===== config.mk =====
export PLATFORM = sky130hd
export DESIGN_NAME = bram_stream_reader
export DESIGN_NICKNAME = d
export VERILOG_FILES = /design/src/rtl/bram_stream_reader.sv
export SDC_FILE = /design/constraint.sdc
export NUM_CORES = 1
export LEC_CHECK = 0
export CORE_UTILIZATION = 25
export CTS_CLUSTER_DIAMETER = 150
export DETAILED_ROUTE_END_ITERATION = 10
export GPL_ROUTABILITY_DRIVEN = 0
export PLACE_DENSITY_LB_ADDON = 0.08
export SLEW_MARGIN = 0
export SYNTH_ARGS = -nofsm -noshare
export SYNTH_HDL_FRONTEND = slang
export SYNTH_SLANG_ARGS = --single-unit

===== constraint.sdc =====
create_clock -name clk -period 2.43 [get_ports clk]
set_input_delay 0.3645 -clock clk [delete_from_list [all_inputs] [get_ports clk]]
set_output_delay 0.3645 -clock clk [all_outputs]
set_load 0.01 [all_outputs]

===== src/rtl/bram_stream_reader.sv =====
// Read-side burst controller for the 3-stage pipelined simple dual-port BRAM.
// Optional `BRAM_STREAM_READER_LAST_EN adds an m_last end-of-burst marker.
module bram_stream_reader #(
  parameter int C_RAM_WIDTH = 64,
  parameter int C_RAM_DEPTH = 512,
  localparam int AW = $clog2(C_RAM_DEPTH)
) (
  input  logic                   clk,
  input  logic                   rst_n,
  input  logic                   start,
  input  logic [AW-1:0]          start_addr,
  input  logic [AW:0]            num_words,
  output logic                   busy,
  output logic                   done,
  output logic [AW-1:0]          rdAddr,
  output logic                   rden,
  input  logic [C_RAM_WIDTH-1:0] ram_dataout,
  output logic                   m_valid,
  input  logic                   m_ready,
`ifdef BRAM_STREAM_READER_LAST_EN
  output logic                   m_last,
`endif
  output logic [C_RAM_WIDTH-1:0] m_data
);

  typedef enum logic [1:0] {S_IDLE, S_READ, S_FLUSH} state_t;

  state_t        state, state_nxt;
  logic [AW:0]   remaining;
  logic          v0, v1, v2;
  logic          stall, last_issue, flush_done, start_ok, start_zero;

  always_comb begin
    stall      = v2 & ~m_ready;
    rden       = ((state == S_READ) | ((state == S_FLUSH) & (v0 | v1))) & ~stall;
    last_issue = (state == S_READ) & rden & (remaining == (AW+1)'(1));
    flush_done = (state == S_FLUSH) & ~v0 & ~v1 & v2 & m_ready;
    start_ok   = (state == S_IDLE) & start & (num_words != '0);
    start_zero = (state == S_IDLE) & start & (num_words == '0);
    busy       = (state != S_IDLE);
    m_valid    = v2;
    m_data     = ram_dataout;

    state_nxt = state;
    case (state)
      S_IDLE:  if (start_ok)   state_nxt = S_READ;
      S_READ:  if (last_issue) state_nxt = S_FLUSH;
      S_FLUSH: if (flush_done) state_nxt = S_IDLE;
      default: state_nxt = S_IDLE;
    endcase
  end

  always_ff @(posedge clk or negedge rst_n) begin
    if (!rst_n) begin
      state     <= S_IDLE;
      done      <= 1'b0;
      rdAddr    <= '0;
      remaining <= '0;
      v0        <= 1'b0;
      v1        <= 1'b0;
      v2        <= 1'b0;
    end else begin
      state <= state_nxt;
      done  <= start_zero | flush_done;

      if (start_ok) begin
        rdAddr    <= start_addr;
        remaining <= num_words;
      end else if ((state == S_READ) && rden) begin
        rdAddr    <= (rdAddr == AW'(C_RAM_DEPTH - 1)) ? '0 : rdAddr + 1'b1;
        remaining <= remaining - 1'b1;
      end

      // The valid bits shift exactly when the RAM pipeline shifts; otherwise
      // only an accepted output word can leave stage 2.
      if (rden) begin
        v0 <= (state == S_READ);
        v1 <= v0;
        v2 <= v1;
      end else if (v2 && m_ready) begin
        v2 <= 1'b0;
      end
    end
  end

`ifdef BRAM_STREAM_READER_LAST_EN
  logic l0, l1, l2;

  always_ff @(posedge clk or negedge rst_n) begin
    if (!rst_n) begin
      l0 <= 1'b0;
      l1 <= 1'b0;
      l2 <= 1'b0;
    end else if (rden) begin
      l0 <= last_issue;
      l1 <= l0;
      l2 <= l1;
    end else if (v2 && m_ready) begin
      l2 <= 1'b0;
    end
  end

  assign m_last = l2 & v2;
`endif

endmodule

==> out/results.ini, run 1 <==
[synthesis]
synth_cell_types=46
synth_fa_ha_area_frac=0.0250
synth_nets=314
synth_top_area_frac=0.312
synth_xor_area_frac=0.0218
synth_top_family_by_area=buffers and inverters
synth_common_cells=buf_4 (64), dfrtp_1 (25), nand3_1 (13), nor2_1 (12), nand2_1 (11)
synth_compound_area_frac=0.149
synthMuxAreaShare=0.00561
ys_seq_area_frac=0.312
ys_seq_elements=25
synth_flop_cell=dfrtp_1
synth.yosys.warnings=0
synth_edf_count=0
syn_avg_cell_area_um2=8.99
syn_area_um2=2010
synthSimpleGateAreaFrac=0.223
ys_top_cells_by_area=dfrtp_1 (31%), buf_4 (24%), nand3_1 (3.2%)
yosysTopAreaCell=dfrtp_1
yosysMostFrequentCell=buf_4
synthCells=223
synthArstFlopShare=1.00

[cells_and_area]
syn_to_final_growth_pct=3.87
seqCellArea_um2=626
fill_cells=824
layout-drive-gt1-share=0.124
multi_input_area_um2=852
finalNetCount=293
antenna_cells=0

[cts]
htree_levels=1
clock_sinks=25
clkTransAtPathRegs_ns=0.10
ctsHoldBuffers=0
cts.repair.resized=0
cts_tree=done
root_buffer=clkbuf_8
clock_latency_ns=0.28
post_cts_buffers=0
cts_buffers=3
clock_path_buffers=2

[timing]
maxSlewViolCount=0
whs_ns=0.453
tightest_slew_ns=0.474
max_freq_ghz=0.443
final_hold_viol_count=0
finalCritPeriodShare=0.928
setup_viol=0
max_slew_margin=0.681
fin_crit_ns=2.26
clock_skew_ns=0.00536
rsz0062_at_grt=false
setup_tns_ns=0

[grt]
busiest_layer=met2
grt_pass1_vias=1473
grt_overflow=0
grt_use_met3=0.0151
antenna_found_initial=0
grt_util_all_layers=0.119
grt_use_met1=0.161
grt_start_max_net_pins=26
grtUsageMet2=0.183
grt_pass1_wl_um=7800

[flow_run]
maxCapViolCount=0

[critical_path]
ff2ff_path_depth=9
critPathSlowestCell=clkdlybuf4s50_1
crit_family=buffers and inverters
cp_slowest_stage_delay_ns=0.52
cp.required_ns=2.07
worstPathMaxFanout=6
path_buf_inv=2
path_class=flip-flop to output pin
path_cells=nor2b_1, nor2b_1, o21ai_1, inv_1, clkdlybuf4s50_1
cp.depth=5
cp-end-kind=output pin
critical_path_arrival_ns=1.89
cp_common_cell=nor2b_1
start_kind=flip-flop

[drt]
via_count=1476
drtPass1Iterations=4
avgRoutedWirePerCell_um=16.1
drc=0
totalWireLength_um=4890
viasPerCell=4.87
drt_iter0_drc=67
ant_nets=0

[run_status]
status=completed

[placement]
numPortBuffers=35
dp_hpwl_um=3730

[floorplan]
die_area_um2=8390
core-area_um2=7730
io_pins=164
num_rows=32
dieHeight_um=91.6
die_x_um=91.6
initial_core_util=0.260

[power_and_ir_drop]
ir_drop_mv=0.286
powerDensity_nw_per_um2=936
leakage_nw=0.797

[min_path]
hold_path.class=input port to async pin

-- final timing paths --
| kind | from | to | slack, ns |
|---|---|---|---|
| max | state[1]$_DFFE_PN0P_ | rden | 0.17 |
| min | rst_n | v0$_DFFE_PN0N_ | 0.45 |
| max reg2reg | rdAddr[1]$_DFFE_PN0P_ | rdAddr[7]$_DFFE_PN0P_ | 0.28 |
| min reg2reg | remaining[7]$_DFFE_PN0P_ | remaining[7]$_DFFE_PN0P_ | 0.51 |
| max in group asynchronous | rst_n | remaining[7]$_DFFE_PN0P_ | 1.70 |
| min in group clk | remaining[7]$_DFFE_PN0P_ | remaining[7]$_DFFE_PN0P_ | 0.51 |
-- stage by stage --
step / power (mW) / std cells / util / worst slack [ns] / area, µm²
floorplan: 1.40 / 223 / - / 0.563 / 2010
global placement: 1.69 / 299 / 0.263 / 0.192 / 2030
detailed placement: 1.69 / 299 / 0.263 / 0.157 / 2030
CTS: 1.98 / 303 / 0.270 / 0.154 / 2080
global route: 2.11 / 303 / 0.270 / 0.0205 / 2080
finish: 1.95 / 303 / 0.270 / 0.174 / 2080
-- registers in the layout (all words and copies together) (netlist names) --
register   flops
remaining     10
rdAddr         9
state          2
done           1
m_valid        1
v0             1
v1             1
-- cells in the final DEF (no fill, tap or decap), drive strengths merged, types with 4 or more instances in the layout --
master and count:
a221o 5, a31oi 4, and3 4, buf 8, clkdlybuf4s50 35, dfrtp 25, ha 4, inv 5
nand2 11, nand2b 6, nand3 13, nand4 5, nor2 13, nor4 5, o211ai 4, o21ai 9
or4 4
-- logic make-up (layout without fill, tap and decap cells) --
logic type / count (synthesis) / in the layout
AOI/OAI and AO/OA: 37 / 37
xor gates and xnor gates: 5 / 5
adders and majority gates: 4 / 4
buffers and inverters: 74 / 52
DFF: 25 / 25
muxes: 1 / 1
and+or+nand+nor: 77 / 77
-- layer usage --
| layer | vias up | wire, µm |
|---|---|---|
| met3 | 27 | 262 |
| li1 | 691 | - |
| met2 | 37 | 2210 |
| met1 | 721 | 2280 |
| met5 | - | 0 |
| met4 | 0 | 135 |
-- worst register-to-register path, stage by stage (launching register included) --
cell     delay, ns
dfrtp_1       0.45
ha_1          0.23
inv_1         0.11
nor2_1        0.07
and3_1        0.19
ha_1          0.18
inv_1         0.09
nand3_1       0.27
nor4_1        0.34
a221o_1       0.16
-- report_power, final --
part	internal (mW)	switching, mW	leakage [nW]
logic	0.468	0.436	0.470
registers	0.584	0.193	0.305
clock network	0.117	0.152	0.0217
total	1.17	0.782	0.797
-- area by class of cell --
class,instances,area share
inverters,5,0.00901
repair buffers,43,0.197
clock inverters,1,0.00360
well taps,102,0.0613
clock buffers,3,0.0198
flip-flops and latches,25,0.300
multi-input cells,124,0.409
(Power assumes the default switching activity.)
==> run 2: changes to the inputs <==
clock period = 2.77 ns   (was 2.43 ns; I/O delays follow)
==> run 2 against run 1 <==
Net effect:
- cell count fell by 1.3%
- critical endpoint unchanged
- largest cell class unchanged
- utilization fell by 0.42 points
- critical path type unchanged
- clock skew fell by 0.0020 ns
- global-route usage barely moved
- setup slack improved by 0.34 ns
- die area did not move
- power fell by 13%
- non-clock buffer count fell by 4
- critical path depth did not move
==> out/results.ini, run 2 (synthesis results as in run 1) <==
[critical_path]
cp-end-kind=output pin
ff2ff_path_depth=9
r2r-end=rdAddr[7]$_DFFE_PN0P_
reg2reg_slack_ns=0.55
cp.required_ns=2.35
worstPathMaxFanout=6
start_kind=flip-flop
path_class=flip-flop to output pin
worstSetupEndpoint=rden
critPathLaunch=state[1]$_DFFE_PN0P_
critical_path_arrival_ns=1.84
r2r_start=rdAddr[0]$_DFFE_PN0P_

[placement]
dpl_cell_area_um2=2000
place_ws_ns=0.339
dp_hpwl_um=3580
numPortBuffers=35
dp.cells=295

[power_and_ir_drop]
leakage_nw=0.782
total_power_mw=1.69
ir_drop_mv=0.271
powerDensity_nw_per_um2=825

[timing]
rsz0062_at_grt=false
fin_crit_ns=2.25
setup_viol=0
fin_ws_ns=0.519
setup_tns_ns=0
max_slew_margin=0.623
tightest_slew_ns=0.566
max_freq_ghz=0.444
finalCritPeriodShare=0.813
clock_skew_ns=0.00339
maxSlewViolCount=0
final_hold_viol_count=0
whs_ns=0.520

[cts]
htree_levels=1
clock_path_buffers=2
clkTransAtPathRegs_ns=0.10
root_buffer=clkbuf_8
cts_buffers=3
cts.repair.resized=0
clock_latency_ns=0.27
cts_tree=done
post_cts_buffers=0
ctsHoldBuffers=0
clock_sinks=25

[cells_and_area]
layout-drive-gt1-share=0.107
syn_to_final_growth_pct=2.25
antenna_cells=0
utilization=0.265
finalNonFillerCells=299
biggestRegsByFlops=remaining (10), rdAddr (9), state (2)
final_area_um2=2050
layout_commonest_cell=clkdlybuf4s50_1
final_cell_mix=clkdlybuf4s50_1 (35), dfrtp_1 (25), nand3_1 (13)
finalNetCount=289
top_register=remaining
fill_cells=821
largest_reg_flops=10

[drt]
drt_iter0_drc=67
ant_nets=0
avgRoutedWirePerCell_um=16.4
drtPass1Iterations=4
via_count=1466
drc=0
totalWireLength_um=4900
viasPerCell=4.90

[flow_run]
maxCapViolCount=0

[grt]
grt_pass1_vias=1457
grt_start_max_net_pins=26
antenna_found_initial=0
grt_util_all_layers=0.119
grt_overflow=0
grt_pass1_wl_um=7850

[floorplan]
dieHeight_um=91.6
io_pins=164
die_x_um=91.6
initial_core_util=0.260
die_area_um2=8390
core-area_um2=7730
num_rows=32

[run_status]
status=completed

[min_path]
hold_path.class=input port to async pin

## run 2: critical path, cell delays in order (launching register included)
cell and delay, ns:
dfrtp_1 0.43, nor2b_1 0.27, nor2b_1 0.16, o21ai_1 0.11
inv_1 0.07, clkdlybuf4s50_1 0.52
## run 2: how the worst min path moves through the flow
stage	depth (start not counted)	slack (ns)	endpoint	from
floorplan	0	0.12	done$_DFF_PN0_	rst_n
global placement	1	0.49	v0$_DFFE_PN0N_	v0$_DFFE_PN0N_
detailed placement	1	0.50	remaining[7]$_DFFE_PN0P_	remaining[7]$_DFFE_PN0P_
CTS	1	0.52	remaining[7]$_DFFE_PN0P_	remaining[7]$_DFFE_PN0P_
global route	1	0.54	v0$_DFFE_PN0N_	v0$_DFFE_PN0N_
finish	2	0.52	state[0]$_DFFE_PN0P_	rst_n
## run 2: power breakdown
| group | internal (mW) | switching (mW) | total, mW |
|---|---|---|---|
| logic | 0.396 | 0.371 | 0.766 |
| clock network | 0.101 | 0.129 | 0.229 |
| registers | 0.512 | 0.185 | 0.697 |
## run 2: area by class of cell
type,instances,area (µm²),area share
well taps,102,128,0.0622
clock inverters,1,5.00,0.00244
repair buffers,39,380,0.185
clock buffers,3,41.3,0.0201
multi-input cells,124,852,0.415
flip-flops and latches,25,626,0.305
inverters,5,18.8,0.00915
## run 2: routing by layer
layer / global-route usage / up-vias / routed length [µm] / part of all wire
met1: 0.167 / 736 / 2430 / 0.50
li1: - / 671 / - / -
met2: 0.181 / 33 / 2120 / 0.43
met5: 0 / - / 0 / 0
met3: 0.0151 / 26 / 232 / 0.047
met4: 0.0556 / 0 / 114 / 0.023
==> run 3: changes to the inputs <==
clock period = 2 ns   (was 2.77 ns; I/O delays follow)
==> run 3 against run 2 <==
Net effect:
- non-clock buffer count increased by 27
- cell count increased by 9.0%
- clock power increased by 44%
- die area unchanged
- critical path depth decreased by 2
- register-to-register slack got worse by 0.44 ns
- sequential share of layout area decreased by 3.2 points
- via count increased by 5.4%
- design area increased by 12%
- flip-flop and latch count unchanged
- clock-buffer cell count unchanged
- first-iteration DRC count decreased by 16%
- largest cell class unchanged
==> out/results.ini, run 3 (synthesis results as in run 1) <==
[floorplan]
core-area_um2=7730
dieHeight_um=91.6
io_pins=164
num_rows=32
die_x_um=91.6
die_area_um2=8390
initial_core_util=0.260

[power_and_ir_drop]
intPower_mw=1.57
p_sw_mw=1.00
total_power_mw=2.57
clkPwrFrac=0.128
power_frac_comb=0.520
leakage_nw=0.931
ir_drop_mv=0.381
seqPwrFrac=0.351
powerDensity_nw_per_um2=1120
swShare=0.389

[drt]
viasPerCell=4.74
drt_iter0_drc=56
via_count=1545
drc=0
ant_nets=0
drtPass1Iterations=4
avgRoutedWirePerCell_um=15.8
totalWireLength_um=5160

[cells_and_area]
finalNetCount=316
finalNonFillerCells=326
biggestRegsByFlops=remaining (10), rdAddr (9), state (2)
largest_reg_flops=10
layout-drive-gt1-share=0.223
syn_to_final_growth_pct=14.2
antenna_cells=0
layout_commonest_cell=clkdlybuf4s50_1
top_register=remaining
final_cell_mix=clkdlybuf4s50_1 (34), buf_4 (29), dfrtp_1 (25)

[critical_path]
worstSetupEndpoint=busy
cp.required_ns=1.70
critical_path_arrival_ns=1.61
worstPathMaxFanout=4
cp-end-kind=output pin
critPathSlowestCell=clkdlybuf4s50_1
r2r_start=state[0]$_DFFE_PN0P_
start_kind=flip-flop
ff2ff_path_depth=5
critPathLaunch=state[0]$_DFFE_PN0P_
cp_slowest_stage_delay_ns=0.48
path_cells=buf_4, or2_2, clkdlybuf4s50_1
reg2reg_slack_ns=0.11
path_class=flip-flop to output pin
r2r-end=rdAddr[0]$_DFFE_PN0P_

[placement]
dp.cells=320
dp_hpwl_um=3920
numPortBuffers=35
place_ws_ns=-0.112

[grt]
grt_pass1_wl_um=8360
grt_start_max_net_pins=26
grt_overflow=0
antenna_found_initial=0
grt_util_all_layers=0.128
grt_pass1_vias=1593

[min_path]
hold_path.class=input port to async pin

[timing]
final_hold_viol_count=0
whs_ns=0.378
maxSlewViolCount=0
fin_ws_ns=0.0862
max_slew_margin=0.720
tightest_slew_ns=0.418
max_freq_ghz=0.523
finalCritPeriodShare=0.957
rsz0062_at_grt=false
fin_crit_ns=1.91
clock_skew_ns=0.0100
setup_viol=0

[cts]
clock_path_buffers=2
cts_tree=done
cts_buffers=3
root_buffer=clkbuf_8
clock_latency_ns=0.28
htree_levels=1
clkTransAtPathRegs_ns=0.11
ctsHoldBuffers=0
clock_sinks=25

[run_status]
status=completed

[flow_run]
maxCapViolCount=0

## run 3: power groups by stage
stage / combinational, mW / clock, mW / sequential, mW
after global placement: 1.33 / 0 / 0.908
after floorplan: 0.771 / 0 / 0.934
final: 1.34 / 0.329 / 0.901
after CTS: 1.35 / 0.345 / 0.899
after global routing: 1.49 / 0.364 / 0.944
after detailed placement: 1.33 / 0 / 0.914
## run 3: routing by layer
layer / up-vias / track usage / share of wire / wire (µm)
met5: - / 0 / 0 / 0
met4: 0 / 0.0595 / 0.021 / 110
met3: 24 / 0.0134 / 0.057 / 292
met2: 36 / 0.201 / 0.46 / 2350
met1: 754 / 0.177 / 0.47 / 2410
li1: 731 / - / - / -
## run 3: worst min-delay path by stage
stage | from | end | slack [ns]
CTS | rst_n | v0$_DFFE_PN0N_ | 0.39
detailed placement | remaining[7]$_DFFE_PN0P_ | remaining[7]$_DFFE_PN0P_ | 0.50
global placement | remaining[7]$_DFFE_PN0P_ | remaining[7]$_DFFE_PN0P_ | 0.49
global route | rst_n | m_valid$_DFFE_PN0P_ | 0.41
finish | rst_n | m_valid$_DFFE_PN0P_ | 0.38
floorplan | rst_n | done$_DFF_PN0_ | 0.004
## run 3: stage by stage
step                instance area, µm²  TNS, ns  utilization
global route                      2290        0        0.296
CTS                               2280        0        0.295
global placement                  2220    -1.41        0.287
detailed placement                2220    -1.45        0.287
floorplan                         2010        0            -
finish                            2290        0        0.296
## run 3: worst max-delay path, delay by kind of cell, from the launching register on
family,cells,cell delay (ns)
simple gates,1,0.28
flops,1,0.42
buf+inv,2,0.64
## run 3: layout make-up
type                            count  area (µm²)
Fill cell                         806        5440
Multi-Input combinational cell    124         860
Sequential cell                    25         626
Timing Repair Buffer               66         611
Tap cell                          102         128
Clock buffer                        3        41.3
Inverter                            5        18.8
Clock inverter                      1        7.51
## run 3: repair_timing
action	in CTS	in global routing
setup endpoints to repair	1	2
gates resized for setup	0	3
setup buffers	2	0
